## src/rtl/ycr_dmem_router.sv

```systemverilog
// ycr_dmem_router: steers core data-memory requests to the local TCM/timer
// port (port 0, single beat) or the wishbone data bridge (port 1, bursts),
// remembers the port of every accepted request in issue order and returns
// each response to the core from whichever port is currently at the head.
module ycr_dmem_router #(
    parameter logic [31:0] P0_ADDR_MASK    = 32'hFFFF_C000,
    parameter logic [31:0] P0_ADDR_PATTERN = 32'h0C48_0000,
    parameter int          MAX_OUTST       = 2,
    parameter int          BL_W            = 10
) (
    input  logic            core_clk,
    input  logic            core_rst_n,
    // core LSU side
    input  logic            dmem_req,
    output logic            dmem_req_ack,
    input  logic            dmem_cmd,
    input  logic [1:0]      dmem_width,
    input  logic [31:0]     dmem_addr,
    input  logic [BL_W-1:0] dmem_bl,
    input  logic [31:0]     dmem_wdata,
    output logic [31:0]     dmem_rdata,
    output logic [1:0]      dmem_resp,
    // port 0: TCM / timer, single beat
    output logic            p0_req,
    input  logic            p0_req_ack,
    output logic            p0_cmd,
    output logic [1:0]      p0_width,
    output logic [31:0]     p0_addr,
    output logic [BL_W-1:0] p0_bl,
    output logic [31:0]     p0_wdata,
    input  logic [31:0]     p0_rdata,
    input  logic [1:0]      p0_resp,
    // port 1: wishbone data bridge, burst capable
    output logic            p1_req,
    input  logic            p1_req_ack,
    output logic            p1_cmd,
    output logic [1:0]      p1_width,
    output logic [31:0]     p1_addr,
    output logic [BL_W-1:0] p1_bl,
    output logic [31:0]     p1_wdata,
    input  logic [31:0]     p1_rdata,
    input  logic [1:0]      p1_resp,
    // sticky error flag
    output logic            spurious_resp
);

    localparam logic [1:0] RESP_NOTRDY  = 2'b00;
    localparam logic [1:0] RESP_RDY_OK  = 2'b01;
    localparam logic [1:0] RESP_RDY_ER  = 2'b10;
    localparam logic [1:0] RESP_RDY_LOK = 2'b11;

    localparam int PW = (MAX_OUTST > 1) ? $clog2(MAX_OUTST) : 1;
    localparam int CW = $clog2(MAX_OUTST + 1);

    typedef enum logic {
        ST_IDLE = 1'b0,
        ST_FWD  = 1'b1
    } state_t;

    state_t               r_state;
    state_t               w_state_nxt;
    logic                 r_sel;        // port of the request being forwarded
    logic                 r_last;       // port of the most recently pushed entry
    logic [MAX_OUTST-1:0] r_fifo;       // port id per outstanding transaction
    logic [PW-1:0]        r_wr_ptr;
    logic [PW-1:0]        r_rd_ptr;
    logic [CW-1:0]        r_cnt;
    logic                 r_spur;

    logic                 w_tgt;
    logic                 w_empty;
    logic                 w_full;
    logic                 w_grant;
    logic                 w_start;
    logic                 w_port_ack;
    logic                 w_push;
    logic                 w_pop;
    logic                 w_head;
    logic [1:0]           w_head_resp;
    logic [31:0]          w_head_rdata;
    logic                 w_spur_p0;
    logic                 w_spur_p1;

    function automatic logic [PW-1:0] f_ptr_inc(input logic [PW-1:0] ptr);
        return (ptr == PW'(MAX_OUTST - 1)) ? '0 : ptr + 1'b1;
    endfunction

    // Address decode and issue gating. Requests to a different port are held
    // off until everything in flight has drained, so responses never need
    // reordering between the two targets.
    assign w_tgt   = ((dmem_addr & P0_ADDR_MASK) == P0_ADDR_PATTERN) ? 1'b0 : 1'b1;
    assign w_empty = (r_cnt == '0);
    assign w_full  = (r_cnt == CW'(MAX_OUTST));
    assign w_grant = !w_full && (w_empty || (w_tgt == r_last));
    assign w_start = (r_state == ST_IDLE) && dmem_req && w_grant;

    assign w_port_ack = r_sel ? p1_req_ack : p0_req_ack;

    // Request fields go straight through; only the req strobe is steered.
    assign p0_cmd   = dmem_cmd;
    assign p0_width = dmem_width;
    assign p0_addr  = dmem_addr;
    assign p0_bl    = BL_W'(1);
    assign p0_wdata = dmem_wdata;
    assign p1_cmd   = dmem_cmd;
    assign p1_width = dmem_width;
    assign p1_addr  = dmem_addr;
    assign p1_bl    = dmem_bl;
    assign p1_wdata = dmem_wdata;

    // FSM state and selected-port register.
    always_ff @(posedge core_clk or negedge core_rst_n) begin
        if (!core_rst_n) begin
            r_state <= ST_IDLE;
            r_sel   <= 1'b0;
        end else begin
            r_state <= w_state_nxt;
            if (w_start) r_sel <= w_tgt;
        end
    end

    // FSM next state, port request strobes and core ack.
    always_comb begin
        w_state_nxt  = r_state;
        p0_req       = 1'b0;
        p1_req       = 1'b0;
        dmem_req_ack = 1'b0;
        w_push       = 1'b0;
        case (r_state)
            ST_IDLE: begin
                if (w_start) w_state_nxt = ST_FWD;
            end
            ST_FWD: begin
                p0_req = !r_sel;
                p1_req = r_sel;
                if (w_port_ack) begin
                    dmem_req_ack = 1'b1;
                    w_push       = 1'b1;
                    w_state_nxt  = ST_IDLE;
                end
            end
            default: w_state_nxt = ST_IDLE;
        endcase
    end

    // Head-of-queue response selection; non-final burst beats (OK on port 1)
    // are forwarded without retiring the entry.
    assign w_head       = r_fifo[r_rd_ptr];
    assign w_head_resp  = w_head ? p1_resp  : p0_resp;
    assign w_head_rdata = w_head ? p1_rdata : p0_rdata;
    assign dmem_resp    = w_empty ? RESP_NOTRDY : w_head_resp;
    assign dmem_rdata   = w_empty ? 32'h0 : w_head_rdata;

    assign w_pop = !w_empty &&
                   ((w_head_resp == RESP_RDY_ER) || (w_head_resp == RESP_RDY_LOK) ||
                    (!w_head && (w_head_resp == RESP_RDY_OK)));

    // A response from a port that does not own the head entry has nowhere to go.
    assign w_spur_p0 = (p0_resp != RESP_NOTRDY) && (w_empty || w_head);
    assign w_spur_p1 = (p1_resp != RESP_NOTRDY) && (w_empty || !w_head);

    // Order FIFO: push on port accept, pop on final response.
    always_ff @(posedge core_clk or negedge core_rst_n) begin
        if (!core_rst_n) begin
            r_fifo   <= '0;
            r_wr_ptr <= '0;
            r_rd_ptr <= '0;
            r_cnt    <= '0;
            r_last   <= 1'b0;
        end else begin
            if (w_push) begin
                r_fifo[r_wr_ptr] <= r_sel;
                r_wr_ptr         <= f_ptr_inc(r_wr_ptr);
                r_last           <= r_sel;
            end
            if (w_pop) r_rd_ptr <= f_ptr_inc(r_rd_ptr);
            case ({w_push, w_pop})
                2'b10:   r_cnt <= r_cnt + 1'b1;
                2'b01:   r_cnt <= r_cnt - 1'b1;
                default: r_cnt <= r_cnt;
            endcase
        end
    end

    // Sticky spurious-response flag, cleared only by reset.
    always_ff @(posedge core_clk or negedge core_rst_n) begin
        if (!core_rst_n)                   r_spur <= 1'b0;
        else if (w_spur_p0 || w_spur_p1)   r_spur <= 1'b1;
    end

    assign spurious_resp = r_spur;

endmodule

```

## config.mk

```make
export PLATFORM = sky130hd
export DESIGN_NAME = ycr_dmem_router
export DESIGN_NICKNAME = d
export VERILOG_FILES = /design/src/rtl/ycr_dmem_router.sv
export SDC_FILE = /design/constraint.sdc
export NUM_CORES = 1
export LEC_CHECK = 0
export CAP_MARGIN = 0
export CORE_AREA = 2 2 132 134
export DETAILED_ROUTE_END_ITERATION = 10
export DIE_AREA = 0 0 134 136
export PLACE_DENSITY = 0.57
export SLEW_MARGIN = 0
export SYNTH_ARGS = -nofsm -noshare
export SYNTH_HDL_FRONTEND = slang
export SYNTH_SLANG_ARGS = --single-unit
export TNS_END_PERCENT = 5
```

## constraint.sdc

```tcl
create_clock -name core_clk -period 2 [get_ports core_clk]
set_clock_uncertainty 0.05 [all_clocks]
set_input_delay 0.3 -clock core_clk [delete_from_list [all_inputs] [get_ports core_clk]]
set_output_delay 0.3 -clock core_clk [all_outputs]
set_load 0.1 [all_outputs]
```

==> results.md <==
* Depth of the worst register-to-register path at 10
* Critical Path RT at ~1.7 ns
* Tcrit/Tclk final at 101%
* Minimum clock period at between 2 and 2.5 ns
* Crit path arrival time at roughly 1.7 ns
* Fill cells at ~1800
* Total Routed Length at 8.07 mm
* Switching part of the total at a little under three fifths
* Clk buf depth at 2
* Post-route DRC at 0
* Core area at between 15000 and 20000 µm²
* Slew Viols, Final at 0
* Final instance area at approximately 4300 µm²
* Post-layout nets at between 400 and 500
* Combinational power share at about 90%
* Vias/cell at between 3 and 4
* Pleak at around 1.8 nW
* Failing checks: setup timing
* Largest net degree at the start of global routing at 29
* Cell-internal power at ~3 mW
* Sink Count at 10
* Area Overhead vs Synth at 103%
* Die Y at between 100 and 150 µm
* HPWL Detailed at roughly 6.3 mm
* Slowest stage delay, CP at about 0.39 ns
* Pre-Repair DR Iteration Count at 4
* Class of the most critical setup path: reg -> out
* Global Route Usage Sum at under 10%
* Cell row count at 48
* Share of cells above drive strength 1 at 48.9%
* Final ANT Viol Nets at 0
* PortBufs at about 160
* Register area share after synthesis at a little under an eighth
* Final setup fails at 20
* Setup ws final at -0.0271 ns
* Hold-fix buffers, CTS at 0
* FFs w/ async S/R, synth at 100%
* Synth Area per Inst at 8.05 µm²
* RD Place Congestion at between 0.7 and 0.8
* Critical Path Start: r_rd_ptr$_DFFE_PN0P_
* CP Capture Point: dmem_rdata[5]
* Post-Syn Area at about 2100 µm²
* DP Area at 3760 µm²
* #FFs+latches synth at 10
* Grt ovf at 0
* Fin. Hold Viols at 0
* Crit-path slowest cell: dfrtp_1
* Critical path endpoint category: primary output
* Ys flop type: dfrtp_1
* Die span in x at roughly 130 µm
* First-pass GRT wire length at about 11 mm
* Clock Tree Root: clkbuf_16
* I/O pins at about 340
* DR iter-0 viols at 55
* Number of buffers created by CTS at 3
* Max-capacitance violation count at 0
* Design Power at just under 7 mW
* Crit-path max FO at 14
* Synth cell types at 34
* Yosys warns at 0
* Flop2flop setup slack at ~0.11 ns
* H-tree Lvls at 1
* Register clock-pin slew on the reported worst setup and hold paths at roughly 0.040 ns
* Unrepaired setup endpoints after global routing: yes
* Overall via count from detail_route at 1777
* Part of the power in registers at 5.2%
* Crit-path cells: mux2i_2 > buf_4 > nor2_4 > buf_12 > a22o_1 > buf_12
* Initial core utilization at around an eighth
* Vias in the first global route at approximately 1900
* R2r startpoint: r_rd_ptr$_DFFE_PN0P_
* Cells after Synth at approximately 260
* TritonCTS clock tree: yes
* Peak VDD IR at between 0.8 and 0.9 mV
* Post-synth EDFFs at 0
* Ant diodes at 0
* Switch Pwr at roughly 3.8 mW
* Worst setup SP type: register
* Initial antenna violation count at 0
* Clock Latency Late Sink at 0.23 ns
* Max Clk Rate at around 0.49 GHz
* DIE AREA at ~18000 µm²
* Crit Reg-Reg Endpoint: r_cnt[1]$_DFFE_PN0P_
* Power share of the clock group at roughly 5%
* Routed len/inst at approximately 15 µm
* Power Dens Cells at roughly 1600 nW/µm²
* Worst hold path type: in -> async
* Status: finished with violations
* Critical Path Most Common Cell: buf_12
==> metrics by stage <==
step / setup WS, ns / util (%) / hold WS [ns] / cells / setup TNS, ns
after floorplan: -0.142 / - / -0.0456 / 271 / -4.24
after global placement: -0.0572 / 22.3 / 0.421 / 517 / -0.100
after detailed placement: -0.129 / 22.3 / 0.435 / 517 / -0.207
after CTS: -0.0538 / 23.3 / 0.366 / 525 / -1.08
after global routing: -0.103 / 25.5 / 0.384 / 530 / -2.71
final: -0.0271 / 25.5 / 0.349 / 530 / -0.265
==> Yosys cell counts, types with 2 or more instances <==
library cell | number | share of area (%)
a22o_1 | 34 | 14
buf_2 | 4 | 0.95
buf_4 | 157 | 56
buf_6 | 2 | 1.1
conb_1 | 2 | 0.35
dfrtp_1 | 10 | 12
inv_1 | 2 | 0.35
mux2_1 | 2 | 1.1
mux2i_1 | 2 | 0.95
nand2_1 | 8 | 1.4
nand3_1 | 3 | 0.71
nor2_1 | 8 | 1.4
nor2b_1 | 2 | 0.59
nor3_1 | 2 | 0.47
nor4b_1 | 2 | 0.83
o21ai_0 | 2 | 0.47
xnor2_1 | 4 | 1.7
==> worst min path at each step <==
| stage | to | slack, ns | startpoint |
|---|---|---|---|
| 3_3_place_gp | r_fifo[0]$_DFFE_PN0P_ | 0.42 | r_fifo[0]$_DFFE_PN0P_ |
| 3_5_place_dp | r_rd_ptr$_DFFE_PN0P_ | 0.44 | r_rd_ptr$_DFFE_PN0P_ |
| 6_report | r_state$_DFF_PN0_ | 0.35 | core_rst_n |
| 4_1_cts | r_state$_DFF_PN0_ | 0.37 | core_rst_n |
| 2_1_floorplan | r_cnt[0]$_DFFE_PN0P_ | -0.05 | core_rst_n |
| 5_1_grt | r_state$_DFF_PN0_ | 0.38 | core_rst_n |
==> cell type report <==
type | count | area, µm² | area share [%]
repair buffers | 194 | 2720 | 63.1
inverters | 3 | 11.3 | 0.262
well taps | 225 | 282 | 6.54
multi-input cells | 95 | 968 | 22.5
clock buffers | 3 | 75.1 | 1.74
flip-flops and latches | 10 | 250 | 5.81
==> flip-flops by register name, indices dropped and copies added (netlist names) <==
| signal | cells |
|---|---|
| r_cnt | 2 |
| r_fifo | 2 |
| r_last | 1 |
| r_rd_ptr | 1 |
| r_sel | 1 |
| r_state | 1 |
| r_wr_ptr | 1 |
| spurious_resp | 1 |
==> power by group through the flow <==
stage | Combinational (mW) | Sequential, mW | Clock [mW]
4_1_cts | 5.62 | 0.354 | 0.355
3_5_place_dp | 5.47 | 0.344 | 0
5_1_grt | 6.28 | 0.365 | 0.366
2_1_floorplan | 4.49 | 0.328 | 0
6_report | 6.10 | 0.354 | 0.344
3_3_place_gp | 5.44 | 0.342 | 0
==> worst max-delay path, delay by kind of cell (launching register included) <==
family	cells	cell delay (ns)
flops	1	0.39
simple gates	1	0.18
compound gates	1	0.20
mux	1	0.16
buf+inv	3	0.51
==> cell usage in the layout, fill, tap and decap left out, types with 3 or more instances in the layout <==
master / Yosys / layout
dfrtp_1: 10 / 10
clkbuf_16: 0 / 7
a22o_4: 0 / 28
a22o_1: 34 / 6
clkdlybuf4s50_1: 0 / 90
nand2_1: 8 / 6
nor2_1: 8 / 7
buf_4: 157 / 22
conb_1: 2 / 10
nand3_1: 3 / 3
buf_12: 0 / 75
xnor2_1: 4 / 4
==> cells by family (layout without fill, tap and decap cells) <==
family | Yosys count | after routing | synth area share (%)
muxes | 4 | 4 | 2.01
DFF | 10 | 10 | 11.8
xor gates and xnor gates | 5 | 5 | 2.07
AOI/OAI and AO/OA | 42 | 42 | 16.5
and+or+nand+nor | 33 | 33 | 8.45
other | 2 | 10 | 0.355
adders and majority gates | 1 | 1 | 0.591
buffers and inverters | 166 | 200 | 58.2
==> layer usage <==
| layer | vias to the layer above | GRT usage, % | wire length (µm) |
|---|---|---|---|
| li1 | 801 | - | - |
| met1 | 817 | 7.52 | 2730 |
| met2 | 104 | 12.3 | 4050 |
| met3 | 55 | 3.84 | 930 |
| met4 | 0 | 4.49 | 357 |
| met5 | - | 0 | 0 |
==> timing repair <==
item,4_1_cts,5_1_grt
pin swaps,5,22
resized for setup,10,32
cloned,1,4
setup endpoints to repair,34,36
setup buffers,4,1
Note: power is estimated with default switching activity, not from simulation.
